[src/rtl/alu_seq_ctrl.sv]
// Sequencer that runs a 2*HW-bit operation through a single HW-bit ALU,
// low half first and then (for wide operations) high half with carry chaining.
module alu_seq_ctrl #(
    parameter int HW = 16
) (
    input  logic            clk,
    input  logic            rst,
    input  logic            req_valid,
    output logic            req_ready,
    input  logic [2*HW-1:0] req_a,
    input  logic [2*HW-1:0] req_b,
    input  logic [3:0]      req_sel,
    input  logic            req_c_in,
    input  logic            req_wide,
    output logic [HW-1:0]   alu_a_in,
    output logic [HW-1:0]   alu_b_in,
    output logic            alu_c_in,
    output logic [3:0]      alu_sel,
    input  logic [HW-1:0]   alu_out,
    input  logic            alu_c_out,
    output logic            rsp_valid,
    input  logic            rsp_ready,
    output logic [2*HW-1:0] rsp_out,
    output logic            rsp_c_out,
    output logic            busy
);

    localparam logic [1:0] IDLE = 2'd0;
    localparam logic [1:0] LO   = 2'd1;
    localparam logic [1:0] HI   = 2'd2;
    localparam logic [1:0] DONE = 2'd3;

    logic [1:0]      state_q,  state_d;
    logic [2*HW-1:0] a_q,      a_d;
    logic [2*HW-1:0] b_q,      b_d;
    logic [3:0]      sel_q,    sel_d;
    logic            cin_q,    cin_d;
    logic            wide_q,   wide_d;
    logic [2*HW-1:0] result_q, result_d;
    logic            carry_q,  carry_d;

    always_comb begin
        state_d  = state_q;
        a_d      = a_q;
        b_d      = b_q;
        sel_d    = sel_q;
        cin_d    = cin_q;
        wide_d   = wide_q;
        result_d = result_q;
        carry_d  = carry_q;
        case (state_q)
            IDLE: begin
                if (req_valid) begin
                    state_d = LO;
                    a_d     = req_a;
                    b_d     = req_b;
                    sel_d   = req_sel;
                    cin_d   = req_c_in;
                    wide_d  = req_wide;
                end
            end
            LO: begin
                result_d[HW-1:0] = alu_out;
                carry_d          = alu_c_out;
                if (wide_q) begin
                    state_d = HI;
                end else begin
                    result_d[2*HW-1:HW] = '0;
                    state_d             = DONE;
                end
            end
            HI: begin
                result_d[2*HW-1:HW] = alu_out;
                carry_d             = alu_c_out;
                state_d             = DONE;
            end
            DONE: begin
                if (rsp_ready) begin
                    state_d = IDLE;
                end
            end
            default: state_d = IDLE;
        endcase
    end

    always_ff @(posedge clk) begin
        if (rst) begin
            state_q  <= IDLE;
            a_q      <= '0;
            b_q      <= '0;
            sel_q    <= '0;
            cin_q    <= 1'b0;
            wide_q   <= 1'b0;
            result_q <= '0;
            carry_q  <= 1'b0;
        end else begin
            state_q  <= state_d;
            a_q      <= a_d;
            b_q      <= b_d;
            sel_q    <= sel_d;
            cin_q    <= cin_d;
            wide_q   <= wide_d;
            result_q <= result_d;
            carry_q  <= carry_d;
        end
    end

    // The high half chains the carry produced by the low half, not the request carry.
    always_comb begin
        alu_a_in = '0;
        alu_b_in = '0;
        alu_c_in = 1'b0;
        alu_sel  = '0;
        case (state_q)
            LO: begin
                alu_a_in = a_q[HW-1:0];
                alu_b_in = b_q[HW-1:0];
                alu_c_in = cin_q;
                alu_sel  = sel_q;
            end
            HI: begin
                alu_a_in = a_q[2*HW-1:HW];
                alu_b_in = b_q[2*HW-1:HW];
                alu_c_in = carry_q;
                alu_sel  = sel_q;
            end
            default: ;
        endcase
    end

    assign req_ready = (state_q == IDLE);
    assign rsp_valid = (state_q == DONE);
    assign busy      = (state_q != IDLE);
    assign rsp_out   = result_q;
    assign rsp_c_out = carry_q;

endmodule

[config.mk]
export PLATFORM = sky130hd
export DESIGN_NAME = alu_seq_ctrl
export DESIGN_NICKNAME = d
export VERILOG_FILES = /design/src/rtl/alu_seq_ctrl.sv
export SDC_FILE = /design/constraint.sdc
export NUM_CORES = 1
export LEC_CHECK = 0
export ABC_AREA = 1
export BUFFER_PORTS_ARGS = -buffer_cell sky130_fd_sc_hd__buf_2
export CELL_PAD_IN_SITES_DETAIL_PLACEMENT = 0
export CELL_PAD_IN_SITES_GLOBAL_PLACEMENT = 1
export CORE_ASPECT_RATIO = 2
export CORE_MARGIN = 3
export CORE_UTILIZATION = 34
export DETAILED_ROUTE_END_ITERATION = 8
export PLACE_DENSITY_LB_ADDON = 0.1
export SYNTH_ARGS = -nofsm -noshare
export SYNTH_HDL_FRONTEND = slang
export SYNTH_SLANG_ARGS = --single-unit
[constraint.sdc]
create_clock -name clk -period 1.7 [get_ports clk]
set_input_delay 0.255 -clock clk [delete_from_list [all_inputs] [get_ports clk]]
set_output_delay 0.255 -clock clk [all_outputs]
set_load 0.05 [all_outputs]
**Word-level counts from Yosys, hierarchy flattened**

Index checks and enable logic that the tools add are counted.
W data, S select, Z words.

- Equality and inequality tests: 6
- Multiplexer cells: 10
- Reduce and logical (&&, ||, !) cells: 7

Operator list:

| operator | count |
|---|---|
| $pmux W16 S2 | 3 |
| $mux W16 | 1 |
| $pmux W2 S4 | 1 |
| $reduce_and A2 Y1 | 3 |
| $eq A2 B2 Y1 const B | 2 |
| $mux W2 | 2 |
| $mux W4 | 1 |
| $ne A2 B2 Y1 const B | 2 |
| $reduce_bool A2 Y1 | 2 |
| $eq A2 B1 Y1 const B | 1 |
| $logic_not A2 Y1 | 1 |
| $ne A2 B1 Y1 const B | 1 |
| $pmux W1 S2 | 1 |
| $reduce_or A2 Y1 | 1 |
| $mux W1 | 1 |

- Word-level logic and storage cells: 32
- Input port bits: 91
- Register bits after elaboration: 105

**Logic depth before layout (Yosys ltp)**

- Word-level depth: 3
- Gate-level depth with buffers: 10
- Depth with buffers taken out: 8

**Least setup slack after synthesis**

No wires, ideal clock.

- Kind: flip-flop to output port
- Start: reg state_q[1]
- End: out alu_a_in[10]
- Path buffers: 1
- Arrival: 1.865 ns
- Slack: -0.420 ns
- Required time: 1.445 ns
- Stages on the path, launching flop included: 6
- Path through: dfxtp_1 -> inv_1 -> ha_1 -> inv_2 -> clkbuf_1 -> a21oi_1

- Cells in the longest elaborated chain, start to end: 2
- Elaborated cells between the ends (all ways): 3
- Classes of those cells: eq/ne (2); mux (1)

Ends and longest elaborated chain:

| item | line | text |
|---|---|---|
| start: declaration | 33 | `logic [1:0] state_q, state_d;` |
| start signal: assignment | 97 | `state_q <= state_d;` |
| $eq A2 B2 Y1 / $eq A2 B1 Y1 (equally long branches) | 114 | `case (state_q)` |
| $pmux W16 S2 * | 114 |  |
| end: declaration | 15 | `output logic [HW-1:0] alu_a_in,` |

Mark *: on every way between the ends. The rest lies on a longest branch, timed or not.

**Final worst setup path**

- Start: reg state_q[0]
- End: out alu_b_in[7]

- Cells in the longest elaborated chain, start to end: 2
- Elaborated cells between the ends (all ways): 3
- Classes of those cells: eq/ne (2); mux (1)

Ends and longest elaborated chain:

| item | line | text |
|---|---|---|
| $eq A2 B2 Y1 / $eq A2 B1 Y1 (equally long branches) | 114 |  |
| $pmux W16 S2 * | 114 |  |
| end: declaration | 16 | `output logic [HW-1:0] alu_b_in,` |

Marks and branches as above.

==> metrics.txt <==
run status finished with violations; violated checks negative setup slack; Hold Path Stages 2; number of nets in the final layout 869; worst-path maximum fanout 5; Antenna Nets Post-Route 0; total leakage power 3.13 nW; number of clock buffers inserted by TritonCTS 9; overall fraction of global-route tracks in use 20.4%; Power Dens Cells 1970 mW/mm^2; count of antenna diodes in the layout 0; antenna violations before repair 2; I/O pins 164; Crit path arrival time 1.65 ns; final hold vios 0; setup slack of the critical path after layout -0.203 ns; fraction of final layout cells sized beyond drive strength 1 45.4%; worst path required time 1.44 ns; final-layout fill cell count 1163; element type at the critical path start flop; DRC violation count after routing 0; maximum clock rate 525 MHz; post-synth net total 691; main area contributors after synthesis sky130_fd_sc_hd__dfxtp_1 (48%), sky130_fd_sc_hd__nor2_1 (15%), sky130_fd_sc_hd__o21ai_0 (9.1%), sky130_fd_sc_hd__nand2_1 (6.5%), sky130_fd_sc_hd__a21oi_1 (4.8%); Vias/cell 4.84; classification of the worst-slack hold path in -> reg; clock transition at the registers of the reported paths 0.07 ns; floorplan die height 166 um; # rows 57; cell taking the most area after synthesis sky130_fd_sc_hd__dfxtp_1; Syn-to-layout area delta 62.4%; number of I/O port buffers 163; largest net degree at the start of global routing 53; Final min period 1.90 ns; wire length of the first global-routing pass 23.0 mm; number of library cell types mapped by synthesis 24; sequential fraction of the synthesis area 48.2%; Yosys warnings 0; most frequent cells in the layout sky130_fd_sc_hd__nor2_1 (179), sky130_fd_sc_hd__buf_2 (125), sky130_fd_sc_hd__dfxtp_1 (103); number of synthesized flops with an enable pin 0; final cycle utilization of the critical path 112%; number of setup violations in the final report 35; number of instances in the synthesized netlist 595; x dimension of the die 86.1 um; detailed-route via count 4481; commonest non-fill, non-tap cell in the layout sky130_fd_sc_hd__nor2_1; insertion delay to the later sink of the worst-skew pair 0.34 ns; root buf cell sky130_fd_sc_hd__clkbuf_16; critical path endpoint category output port; aggregate routed wire length 15.4 mm; FF-to-FF path depth 10; number of max-capacitance violations reported 0; critical path class reg -> out; netlist area before placement 0.00436 sq mm; #FFs+latches synth 105; initial standard-cell utilization of the core 35.3%; Routed WL per cell 16.7 um; sink count of the clock tree 105; area share of the leading cell type in the synthesized netlist 48.2%; die outline area 0.0143 sq mm; post-DP HPWL 10.5 mm; global-route congestion overflow total 0; maximum VDD drop 0.00144 V; via count of the first global-routing pass 4623; Util after Layout 57.4%; CTS tree built; Slew headroom 65.3%; setup repair after global routing missed its margin true; transition time of the tightest slew-check pin 0.521 ns; Async SR Flop Fraction 0%; total negative slack for setup checks -5.96 ns; Core Region 0.0123 sq mm; overall power 14.0 mW; average footprint of a synthesized cell 7.33 sq um; # H-tree levels 3; drt first-iter violations 215; number of buffers between clock root and the deepest sink 2; worst clock skew 0.00514 ns; Pins Over Slew Limit 0; most frequently used flop master after synthesis sky130_fd_sc_hd__dfxtp_1; final estimated routing congestion in global placement 0.800; first-pass detailed-route iteration total 4
-- metrics by stage --
stage	setup slack [ns]	cell area (sq um)	instances	hold WS, ns
after CTS	-0.214	6500	905	0.105
final	-0.203	7080	925	0.108
after global placement	0.00535	5740	886	0.461
after detailed placement	-0.0672	5740	886	0.468
after global routing	-0.248	7080	925	0.108
after floorplan	-0.139	4730	595	0.324
-- metal layers --
metal / track usage [%] / share of wire [%] / vias to the layer above
met5: 0 / 0.14 / -
met4: 8.48 / 3.2 / 4
met3: 4.92 / 5.3 / 33
met2: 37.5 / 56 / 136
met1: 21.2 / 35 / 2050
li1: - / - / 2258
-- final timing paths --
kind | to | slack, ns | start
worst max register to register | rsp_out[22]$_SDFFE_PP0P_ | 0.03 | state_q[0]$_SDFFE_PP0P_
worst max-delay path | alu_b_in[7] | -0.20 | state_q[0]$_SDFFE_PP0P_
worst min register to register | rsp_out[11]$_SDFFE_PP0N_ | 0.49 | rsp_out[11]$_SDFFE_PP0N_
worst min-delay path | state_q[0]$_SDFFE_PP0P_ | 0.11 | rst
-- power by group --
group / internal [mW] / switching, mW
Sequential: 3.34 / 0.570
Clock: 1.19 / 0.933
Combinational: 2.91 / 5.04
Total: 7.44 / 6.54
-- critical path, cell delays in order, from the launching register on --
cell,delay [ns]
sky130_fd_sc_hd__dfxtp_4,0.37
sky130_fd_sc_hd__buf_6,0.10
sky130_fd_sc_hd__ha_4,0.16
sky130_fd_sc_hd__buf_12,0.14
sky130_fd_sc_hd__clkbuf_16,0.18
sky130_fd_sc_hd__nand2_8,0.06
sky130_fd_sc_hd__a21oi_4,0.13
sky130_fd_sc_hd__buf_6,0.17
-- kinds of logic after synthesis --
kind of cell             count (synthesis)  share of synthesized area [%]
AO/OA/AOI/OAI                          155                           18.7
adder cells (fa/ha/maj)                  5                           1.43
buffers and inverters                   58                           7.17
flip-flops                             105                           48.2
AND/OR/NAND/NOR                        272                           24.5
-- state kept, by name, summed over array words and instances, names as in the netlist --
name       cells
b_q           32
rsp_c_out      1
sel_q          4
wide_q         1
state_q        2
cin_q          1
rsp_out       32
a_q           32
-- cells in the mapped netlist, types with 2 or more instances --
library cell	count
sky130_fd_sc_hd__buf_4	3
sky130_fd_sc_hd__nand2_1	76
sky130_fd_sc_hd__nand3_1	3
sky130_fd_sc_hd__clkbuf_1	14
sky130_fd_sc_hd__nor2_2	10
sky130_fd_sc_hd__nand2_2	2
sky130_fd_sc_hd__a21oi_1	42
sky130_fd_sc_hd__nor2_1	179
sky130_fd_sc_hd__buf_6	3
sky130_fd_sc_hd__a21oi_2	10
sky130_fd_sc_hd__o21ai_0	79
sky130_fd_sc_hd__buf_2	20
sky130_fd_sc_hd__dfxtp_1	105
sky130_fd_sc_hd__o21ai_1	24
sky130_fd_sc_hd__nand2_4	2
sky130_fd_sc_hd__inv_2	2
sky130_fd_sc_hd__inv_1	10
sky130_fd_sc_hd__ha_1	5
-- cell type report --
type	count	area (sq um)	area share, %
multi-input cells	432	2630	37.2
flip-flops and latches	105	2110	29.8
repair buffers	210	1770	24.9
clock buffers	10	239	3.37
well taps	147	184	2.60
inverters	15	87.6	1.24
clock inverters	6	65.1	0.919
-- timing repair --
action,4_1_cts,5_1_grt
resized for setup,124,81
gates cloned,2,8
hold buffers,0,0
buffers inserted,1,12
endpoints found under the setup margin,38,47
pin swaps,1,30
(Power assumes the default switching activity.)
